**src/rtl/pattern_detector_pkg.sv**
```systemverilog
// Shared types and defaults for the programmable serial pattern detector.
// The reset configuration reproduces the legacy three-ones detector.
package pattern_detector_pkg;

    typedef enum logic {
        ST_FILL  = 1'b0,
        ST_ARMED = 1'b1
    } state_t;

    localparam int   DEFAULT_LEN     = 3;
    localparam logic DEFAULT_OVERLAP = 1'b1;
    localparam int   MASK_W          = 32;

    // Ones in bits [len-1:0]; callers truncate to their own pattern width.
    function automatic logic [MASK_W-1:0] len_mask(input logic [5:0] len);
        logic [MASK_W-1:0] m;
        m = '0;
        for (int i = 0; i < MASK_W; i++) begin
            if (i < int'(len)) m[i] = 1'b1;
        end
        return m;
    endfunction

endpackage

```
**src/rtl/pattern_detector_p_history.sv**
```systemverilog
// Sample history: shift register of accepted bits plus a fill counter
// saturating at MAX_LEN. Exposes the post-shift values for same-cycle compare.
module pd_history
    import pattern_detector_pkg::*;
#(
    parameter int MAX_LEN = 8,
    parameter int LEN_W   = $clog2(MAX_LEN + 1)
) (
    input  logic               CLK,
    input  logic               nRST,
    input  logic               shift_en,
    input  logic               clr,
    input  logic               x,
    output logic [MAX_LEN-1:0] shifted_hist,
    output logic [LEN_W-1:0]   shifted_fill
);

    logic [MAX_LEN-1:0] hist;
    logic [LEN_W-1:0]   fill;

    always_comb begin
        shifted_hist = {hist[MAX_LEN-2:0], x};
        shifted_fill = (fill == LEN_W'(MAX_LEN)) ? fill : fill + LEN_W'(1);
    end

    // NOTE: nRST is synchronous and active-high here, so it sits inside the
    // clocked branch and the block is sensitive to CLK alone.
    always_ff @(posedge CLK) begin
        if (nRST) begin
            hist <= '0;
            fill <= '0;
        end else if (clr) begin
            hist <= '0;
            fill <= '0;
        end else if (shift_en) begin
            hist <= shifted_hist;
            fill <= shifted_fill;
        end
    end

endmodule

```
**src/rtl/pattern_detector_p.sv**
```systemverilog
// Programmable serial pattern detector: configuration registers, comparator,
// FILL/ARMED state, registered match pulse, saturating counter, sticky error.
module pattern_detector_p
    import pattern_detector_pkg::*;
#(
    parameter int MAX_LEN = 8,
    parameter int CNT_W   = 8,
    parameter int LEN_W   = $clog2(MAX_LEN + 1)
) (
    input  logic               CLK,
    input  logic               nRST,
    input  logic               EN,
    input  logic               X,
    input  logic               CFG_LOAD,
    input  logic [MAX_LEN-1:0] CFG_PATTERN,
    input  logic [LEN_W-1:0]   CFG_LEN,
    input  logic               CFG_OVERLAP,
    input  logic               CLR_CNT,
    output logic               Y,
    output logic [CNT_W-1:0]   MATCH_CNT,
    output logic               CFG_ERR,
    output logic               ARMED
);

    logic [MAX_LEN-1:0] pattern_q;
    logic [LEN_W-1:0]   len_q;
    logic               overlap_q;
    state_t             state_q;
    logic               y_q;
    logic [CNT_W-1:0]   cnt_q;
    logic               err_q;

    logic [MAX_LEN-1:0] shifted_hist;
    logic [LEN_W-1:0]   shifted_fill;
    logic [MAX_LEN-1:0] mask;
    logic               cfg_ok;
    logic               accept;
    logic               hit;
    logic               hit_accepted;
    logic               hist_clr;

    always_comb begin
        cfg_ok       = (CFG_LEN != '0) && (CFG_LEN <= LEN_W'(MAX_LEN));
        accept       = EN && !CFG_LOAD;
        mask         = MAX_LEN'(len_mask(6'(len_q)));
        hit          = (shifted_fill >= len_q) &&
                       ((shifted_hist & mask) == (pattern_q & mask));
        hit_accepted = accept && hit;
        // Non-overlapping mode restarts the fill so the next match needs LEN fresh bits.
        hist_clr     = (CFG_LOAD && cfg_ok) || (hit_accepted && !overlap_q);
    end

    pd_history #(
        .MAX_LEN (MAX_LEN),
        .LEN_W   (LEN_W)
    ) u_history (
        .CLK          (CLK),
        .nRST         (nRST),
        .shift_en     (accept),
        .clr          (hist_clr),
        .x            (X),
        .shifted_hist (shifted_hist),
        .shifted_fill (shifted_fill)
    );

    always_ff @(posedge CLK) begin
        if (nRST) begin
            pattern_q <= MAX_LEN'(3'b111);
            len_q     <= LEN_W'(DEFAULT_LEN);
            overlap_q <= DEFAULT_OVERLAP;
            state_q   <= ST_FILL;
            y_q       <= 1'b0;
            cnt_q     <= '0;
            err_q     <= 1'b0;
        end else begin
            if (CFG_LOAD) begin
                y_q <= 1'b0;
                if (cfg_ok) begin
                    pattern_q <= CFG_PATTERN;
                    len_q     <= CFG_LEN;
                    overlap_q <= CFG_OVERLAP;
                    state_q   <= ST_FILL;
                end else begin
                    err_q <= 1'b1;
                end
            end else if (EN) begin
                y_q <= hit;
                if (hit && !overlap_q)
                    state_q <= ST_FILL;
                else if (shifted_fill >= len_q)
                    state_q <= ST_ARMED;
                else
                    state_q <= ST_FILL;
            end else begin
                y_q <= 1'b0;
            end

            // Clear then count: a match coinciding with CLR_CNT leaves one.
            if (CLR_CNT)
                cnt_q <= hit_accepted ? CNT_W'(1) : '0;
            else if (hit_accepted && (cnt_q != '1))
                cnt_q <= cnt_q + CNT_W'(1);
        end
    end

    assign Y         = y_q;
    assign MATCH_CNT = cnt_q;
    assign CFG_ERR   = err_q;
    assign ARMED     = (state_q == ST_ARMED);

endmodule

```
**config.mk**
```make
export PLATFORM = sky130hd
export DESIGN_NAME = pattern_detector_p
export DESIGN_NICKNAME = d
export VERILOG_FILES = /design/src/rtl/pattern_detector_pkg.sv /design/src/rtl/pattern_detector_p_history.sv /design/src/rtl/pattern_detector_p.sv
export SDC_FILE = /design/constraint.sdc
export NUM_CORES = 1
export LEC_CHECK = 0
export ABC_AREA = 1
export CAP_MARGIN = 0
export CELL_PAD_IN_SITES_DETAIL_PLACEMENT = 1
export CELL_PAD_IN_SITES_GLOBAL_PLACEMENT = 1
export CORE_MARGIN = 2
export CORE_UTILIZATION = 40
export DETAILED_ROUTE_END_ITERATION = 10
export PLACE_DENSITY = 0.82
export SLEW_MARGIN = 0
export SYNTH_ARGS = -nofsm -noshare
export SYNTH_HDL_FRONTEND = slang
export SYNTH_HIERARCHICAL = 1
export SYNTH_SLANG_ARGS = --single-unit
```
**constraint.sdc**
```tcl
create_clock -name CLK -period 4.9 [get_ports CLK]
set_clock_uncertainty 0.1 [all_clocks]
set_input_delay 1.47 -clock CLK [delete_from_list [all_inputs] [get_ports CLK]]
set_output_delay 1.47 -clock CLK [all_outputs]
set_load 0.1 [all_outputs]
```
==> metrics.md, run 1 <==
| Metric | Value |
|---|---|
| Core ar. | 0.004723 mm² |
| Clock Tree Buf Depth | 2 |
| First-pass GRT wire length | 8349 µm |
| Postcts setup bufs | 0 |
| Wire per inst | 12.27 µm |
| Ys async rst share | 0% |
| Layout Nets | 356 |
| Cell area after placement | 0.002298 mm² |
| Count of cell types in the netlist | 29 |
| Area Growth Syn to Fin | 21.38% |
| Synth area leaders | dfxtp_1 (36%), nand2_1 (18%), inv_1 (8.6%) |
| Syn nets | 326 |
| Root Buffer | clkbuf_8 |
| Total CTS buffers | 5 |
| Layout cells sized above 1 | 8.157% |
| Pre-antenna DRT Iters | 4 |
| Hold Crit Class | register to register |
| Max Transition Viols Final | 0 |
| Minimum clock period | 3.451 ns |
| Commonest cells post-synth | nand2_1 (92), inv_1 (45), dfxtp_1 (35), nor2_1 (34), nand3_1 (19) |
| Via/cell ratio | 4.698 |
| Final worst-path cycle share | 70.43% |
| Critical Path RT | 4.98 ns |
| Top-area cell type share of the netlist area | 35.74% |
| Die height | 74.01 µm |
| Final setup violating endpoints | 0 |
| # diodes | 0 |
| Port Buf Inserts | 29 |
| Initial Util | 41.51% |
| Top_reg_cell synth | dfxtp_1 |
| Dpl hpwl | 3823 µm |
| CTS tree | yes |
| Largest stage delay on the critical path | 0.42 ns |
| Unrepaired setup endpoints after global routing | false |
| H-tree depth | 2 |
| Element type at the critical path start | primary input |
| Largest net degree at the start of global routing | 17 |
| Mapped Cells | 300 |
| Max_slew headroom | 35.03% |
| Clock slew at reported path FFs | 0.07 ns |
| Slew @ Worst Pin | 0.9715 ns |
| Max Cap Viol | 0 |
| Synthesized area | 0.001961 mm² |
| Area leader, netlist | dfxtp_1 |
| GRT Overall Usage | 19.67% |
| Clock sinks | 35 |
| Grt total ovfl | 0 |
| Placer Congestion | 0.8110 |
| Crit-path slowest cell | clkdlybuf4s50_1 |
| Setup crit end kind | register |
| Initial antenna violation count | 0 |
| Synthesis-stage register bit count | 35 |
| Setup TNS Final | 0 ns |
| # fillers | 642 |
| Vias in the first global route | 1848 |
| FP Rows | 25 |
| DRC viols | 0 |
| Critical path peak fanout | 12 |
| Via count | 1870 |
| Die area | 0.005477 mm² |
| Clk Latency, worst-skew pair | 0.28 ns |
| Status | complete, no violations |
| I/O pins | 30 |
| Most frequent CP cell | inv_1 |
| FMAX | 289.8 MHz |
| Count of final hold-check violations | 0 |
| Avg Cell Area, Syn | 6.535 µm² |
| PD cells | 256.8 mW/mm² |
| DR iter-0 viols | 61 |
| Peak VDD IR | 130.5 µV |
| Crit path kind | primary input to register |
| Arrival time at the worst endpoint | 3.53 ns |
| Post_cts resized | 0 |
| Hold_buf cts | 0 |
| Static leakage | 1.091 nW |
| Number of synthesized flops with an enable pin | 0 |
| Count leader, synth | nand2_1 |
| Cell-by-cell trace of the critical path | clkdlybuf4s50_1, inv_1, nand2_1, inv_1, nand2_1, inv_1, nand2_4, o21ai_0, or2_1, a21oi_1, nand2_1, inv_1 |
| Die width | 74.01 µm |
| Register area share after synthesis | 35.74% |
| Post-route cell area | 0.002380 mm² |
| Synthesis Warnings | 6 |
| Detail Route Antenna Nets | 0 |
| Drt total wl | 4882 µm |
-- state kept, by name (all words and copies together) (netlist names) --
register	cells
ARMED	1
CFG_ERR	1
MATCH_CNT	8
Y	1
len_q	4
overlap_q	1
pattern_q	8
u_history/fill	4
u_history/hist	7
-- routing by layer --
layer  vias to the layer above  routed length (µm)  global-route usage [%]
met4                         0                  38                   4.848
met1                       858                2607                   28.40
met3                         4                 131                   3.659
met5                         -                   0                       0
met2                        21                2106                   30.46
li1                        987                   -                       -
-- path summary, 6_finish.rpt --
| check | from | end | slack, ns | depth (start not counted) |
|---|---|---|---|---|
| setup / recovery | CFG_LOAD | u_history/fill[3]$_SDFFE_PP0P_ | 1.45 | 12 |
| hold / removal | CFG_ERR$_SDFFE_PP0P_ | CFG_ERR$_SDFFE_PP0P_ | 0.39 | 1 |
| setup reg to reg | u_history/fill[0]$_SDFFE_PP0P_ | u_history/fill[3]$_SDFFE_PP0P_ | 2.10 | 18 |
| hold reg to reg | CFG_ERR$_SDFFE_PP0P_ | CFG_ERR$_SDFFE_PP0P_ | 0.39 | 1 |
-- worst max-delay path, delay by kind of cell --
kind            cells  cell delay, ns
buf+inv             5            0.98
compound gates      2            0.24
simple gates        5            0.83
-- kinds of logic (layout without fill, tap and decap cells) --
family	after synthesis	count (layout)	share of synthesized area, %
XOR/XNOR	1	1	0.4468
AO/OA/AOI/OAI	33	33	10.08
flip-flops	35	35	35.74
adder cells (fa/ha/maj)	7	7	4.467
buffers and inverters	55	86	11.42
AND/OR/NAND/NOR	169	169	37.84
-- final cells by class --
class	instances	area [µm²]	share of cell area (%)
Multi-Input combinational cell	210	1036	43.53
Clock buffer	7	76.32	3.207
Inverter	48	180.2	7.571
Clock inverter	1	5.005	0.2103
Sequential cell	35	700.7	29.44
Timing Repair Buffer	30	297.8	12.51
Tap cell	67	83.83	3.523
-- through the flow --
step,utilization (%),std cells,total power [mW],setup slack (ns),hold WS (ns)
CTS,50.38,398,0.6200,1.443,0.3919
global placement,48.66,390,0.4145,1.232,0.3623
floorplan,-,300,0.3839,2.005,0.3458
detailed placement,48.66,390,0.4180,1.145,0.3626
global route,50.38,398,0.6469,1.279,0.4136
finish,50.38,398,0.6112,1.449,0.3871
-- power by group --
part           switching (mW)  internal [mW]
registers             0.00929          0.295
logic                  0.0652         0.0409
clock network           0.101         0.0997
total                   0.175          0.436
-- placed cells by master (no fill, tap or decap), types with 3 or more instances in the layout --
cell,count
nor2_1,34
nor3_1,3
nand2_2,4
nand4_1,6
nor2_2,3
clkbuf_8,5
inv_1,45
nand3_1,19
a21oi_1,18
clkdlybuf4s50_1,29
o21ai_0,6
nand2_1,92
nor2_4,3
dfxtp_1,35
ha_1,7
No activity file was read; power rests on OpenSTA's default activity.
==> run 2: changes to the inputs <==
Settings changed: CORE_UTILIZATION 40 to 37, PLACE_DENSITY 0.82 to 0.77.
Clock period 4.9 ns to 3.3 ns, I/O delays scaled along.
==> run 2 against run 1 <==
  * Sequential share of layout area decreased by 0.28 points
  * Setup slack got worse by 0.89 ns
  * Utilization down 3.3 points
  * Critical path depth grew 5
  * Register-to-register slack got worse by 1.5 ns
  * Routed wire length did not move
  * Total power rose by 64%
  * Clock power up 93%
==> metrics.md, run 2 (synthesis results as in run 1) <==
| Metric | Value |
|---|---|
| Die area | 0.005897 mm² (+7.7%) |
| Clock slew at reported path FFs | 0.08 ns (about the same) |
| Crit path kind | register to register |
| Internal Power | 725.1 µW (+66%) |
| Placer Congestion | 0.7820 (-3.6%) |
| Layout cells sized above 1 | 12.61% (+4.5 points) |
| Cell area after placement | 0.002290 mm² (-0.38%) |
| Largest stage delay on the critical path | 0.40 ns (-0.02 ns) |
| Worst path top cell family by delay | simple AND/OR/NAND/NOR gates |
| I/O pins | 30 (unchanged) |
| DR iter-0 viols | 42 (-31%) |
| Max Cap Viol | 0 (unchanged) |
| Hold Crit Class | register to register |
| # diodes | 0 (unchanged) |
| Largest net degree at the start of global routing | 14 (-3) |
| Port Buf Inserts | 29 (unchanged) |
| Critical path peak fanout | 8 (-4) |
| Final worst-path cycle share | 83.09% |
| DRC viols | 0 (unchanged) |
| Setup TNS Final | 0 ns (unchanged) |
| H-tree depth | 2 (unchanged) |
| Unrepaired setup endpoints after global routing | false |
| Max Transition Viols Final | 0 (unchanged) |
| Die width | 76.80 µm (+3.8%) |
| Initial Util | 38.39% (-3.1 points) |
| Final hold slack | 0.3789 ns (-0.008237 ns) |
| Drt total wl | 4882 µm (unchanged) |
| Final setup violating endpoints | 0 (unchanged) |
| Clock Power Share | 38.8% (+6.0 points) |
| FMAX | 364.7 MHz |
| PD cells | 416.7 mW/mm² (+62%) |
| Minimum clock period | 2.742 ns |
| Switching share of power | 27.56% (-1.1 points) |
| Detail Route Antenna Nets | 0 (unchanged) |
| Postcts setup bufs | 0 (unchanged) |
| Pre-antenna DRT Iters | 4 (unchanged) |
| Most frequent CP cell | nand2_1 |
| Cell-by-cell trace of the critical path | inv_1, ha_1, nand2_1, nand3_1, nand2_1, ha_1, nand2_1, inv_1, o21ai_0, nand3_1, nand2_1, inv_1, nand2_4, o21ai_0, or2_1, buf_4, a211oi_2 |
| Most frequent cells in the layout | nand2_1 (92), inv_1 (45), dfxtp_1 (35) |
| Status | complete, no violations |
| Peak VDD IR | 190.5 µV (+46%) |
| Initial antenna violation count | 0 (unchanged) |
| Core ar. | 0.005107 mm² (+8.1%) |
| Buf+Inv Stages, Crit Path | 4 (-1) |
| Count of final hold-check violations | 0 (unchanged) |
| Total CTS buffers | 5 (unchanged) |
| Area Growth Syn to Fin | 22.53% |
| Slew @ Worst Pin | 0.5452 ns (-0.4264 ns) |
| Layout Nets | 358 (+0.56%) |
| Post-route cell area | 0.002402 mm² (+0.95%) |
| Root Buffer | clkbuf_8 |
| Max_slew headroom | 63.52% (+28 points) |
| Static leakage | 1.138 nW (+4.4%) |
| Vias in the first global route | 1891 (+2.3%) |
| Arrival time at the worst endpoint | 2.86 ns (-0.67 ns) |
| Sequential share of power | 45.2% (-4.6 points) |
| Setup crit end kind | register |
| Critical Path RT | 3.41 ns (-1.57 ns) |
| Clock Tree Buf Depth | 2 (unchanged) |
| FP Rows | 26 (+4.0%) |
| Post_cts resized | 0 (unchanged) |
| Comb power frac | 16.0% (-1.4 points) |
| Dpl hpwl | 3773 µm (-1.3%) |
| Crit-path slowest cell | dfxtp_1 |
| Clk Latency, worst-skew pair | 0.29 ns (about the same) |
| Hold_buf cts | 0 (unchanged) |
| Pwr Total | 1.001 mW (+64%) |
| Wire per inst | 12.11 µm (-1.2%) |
| Clock sinks | 35 (unchanged) |
| GRT Overall Usage | 18.15% (-1.5 points) |
| First-pass GRT wire length | 8604 µm (+3.1%) |
| CTS tree | yes |
| Commonest non-fill, non-tap cell in the layout | nand2_1 |
| Via/cell ratio | 4.663 (-0.77%) |
| Switch Pwr | 275.9 µW (+57%) |
| Final core occ | 47.04% (-3.3 points) |
| Die height | 76.80 µm (+3.8%) |
| Via count | 1879 (+0.48%) |
| Grt total ovfl | 0 (unchanged) |
| Element type at the critical path start | register |
-- run 2: changes by cell type in the layout (fill, tap and decap cells not counted), sizes merged --
cell / before / now
buf: 1 / 14
bufinv: 0 / 1
clkbuf: 7 / 5
clkinv: 2 / 3
clkdlybuf4s50: 29 / 18
-- run 2: worst reg2reg max path: stages (launching register included) --
cell      delay, ns
dfxtp_1        0.40
inv_1          0.11
ha_1           0.24
nand2_1        0.07
nand3_1        0.08
nand2_1        0.11
ha_1           0.24
nand2_1        0.07
inv_1          0.05
o21ai_0        0.07
nand3_1        0.08
nand2_1        0.12
inv_1          0.11
nand2_4        0.11
o21ai_0        0.07
or2_1          0.30
buf_4          0.19
a211oi_2       0.13
-- run 2: worst paths after layout --
kind / startpoint / end / slack, ns / cells past startpoint
worst max register to register: u_history/fill[0]$_SDFFE_PP0P_ / u_history/fill[1]$_SDFFE_PP0P_ / 0.56 / 17
worst min-delay path: pattern_q[6]$_SDFFE_PP0P_ / pattern_q[6]$_SDFFE_PP0P_ / 0.38 / 2
worst min register to register: pattern_q[6]$_SDFFE_PP0P_ / pattern_q[6]$_SDFFE_PP0P_ / 0.38 / 2
worst max-delay path: u_history/fill[0]$_SDFFE_PP0P_ / u_history/fill[1]$_SDFFE_PP0P_ / 0.56 / 17
-- run 2: layer usage --
layer	wire length [µm]	vias up	GRT usage, %
met4	57	0	5.455
met1	2521	857	24.69
met2	2187	22	29.30
met3	115	7	3.176
li1	-	993	-
met5	0	-	0
-- run 2: power by group through the flow --
stage | clock [mW] | sequential, mW | combinational, mW
detailed placement | 0 | 0.462 | 0.160
floorplan | 0 | 0.474 | 0.0964
global placement | 0 | 0.462 | 0.156
global route | 0.416 | 0.455 | 0.182
finish | 0.388 | 0.453 | 0.160
CTS | 0.399 | 0.453 | 0.163
-- run 2: layout make-up --
class                   count  area (µm²)
multi-input cells         210        1036
repair buffers             32       285.3
clock inverters             3       43.79
fillers                   695        2705
well taps                  70       87.58
flip-flops and latches     35       700.7
clock buffers               5       68.82
inverters                  48       180.2
-- run 2: metrics by stage --
step                std cells  worst slack (ns)
floorplan                 300            0.8848
global placement          395            0.3742
detailed placement        395            0.2678
CTS                       403            0.5429
global route              403            0.2834
finish                    403            0.5581
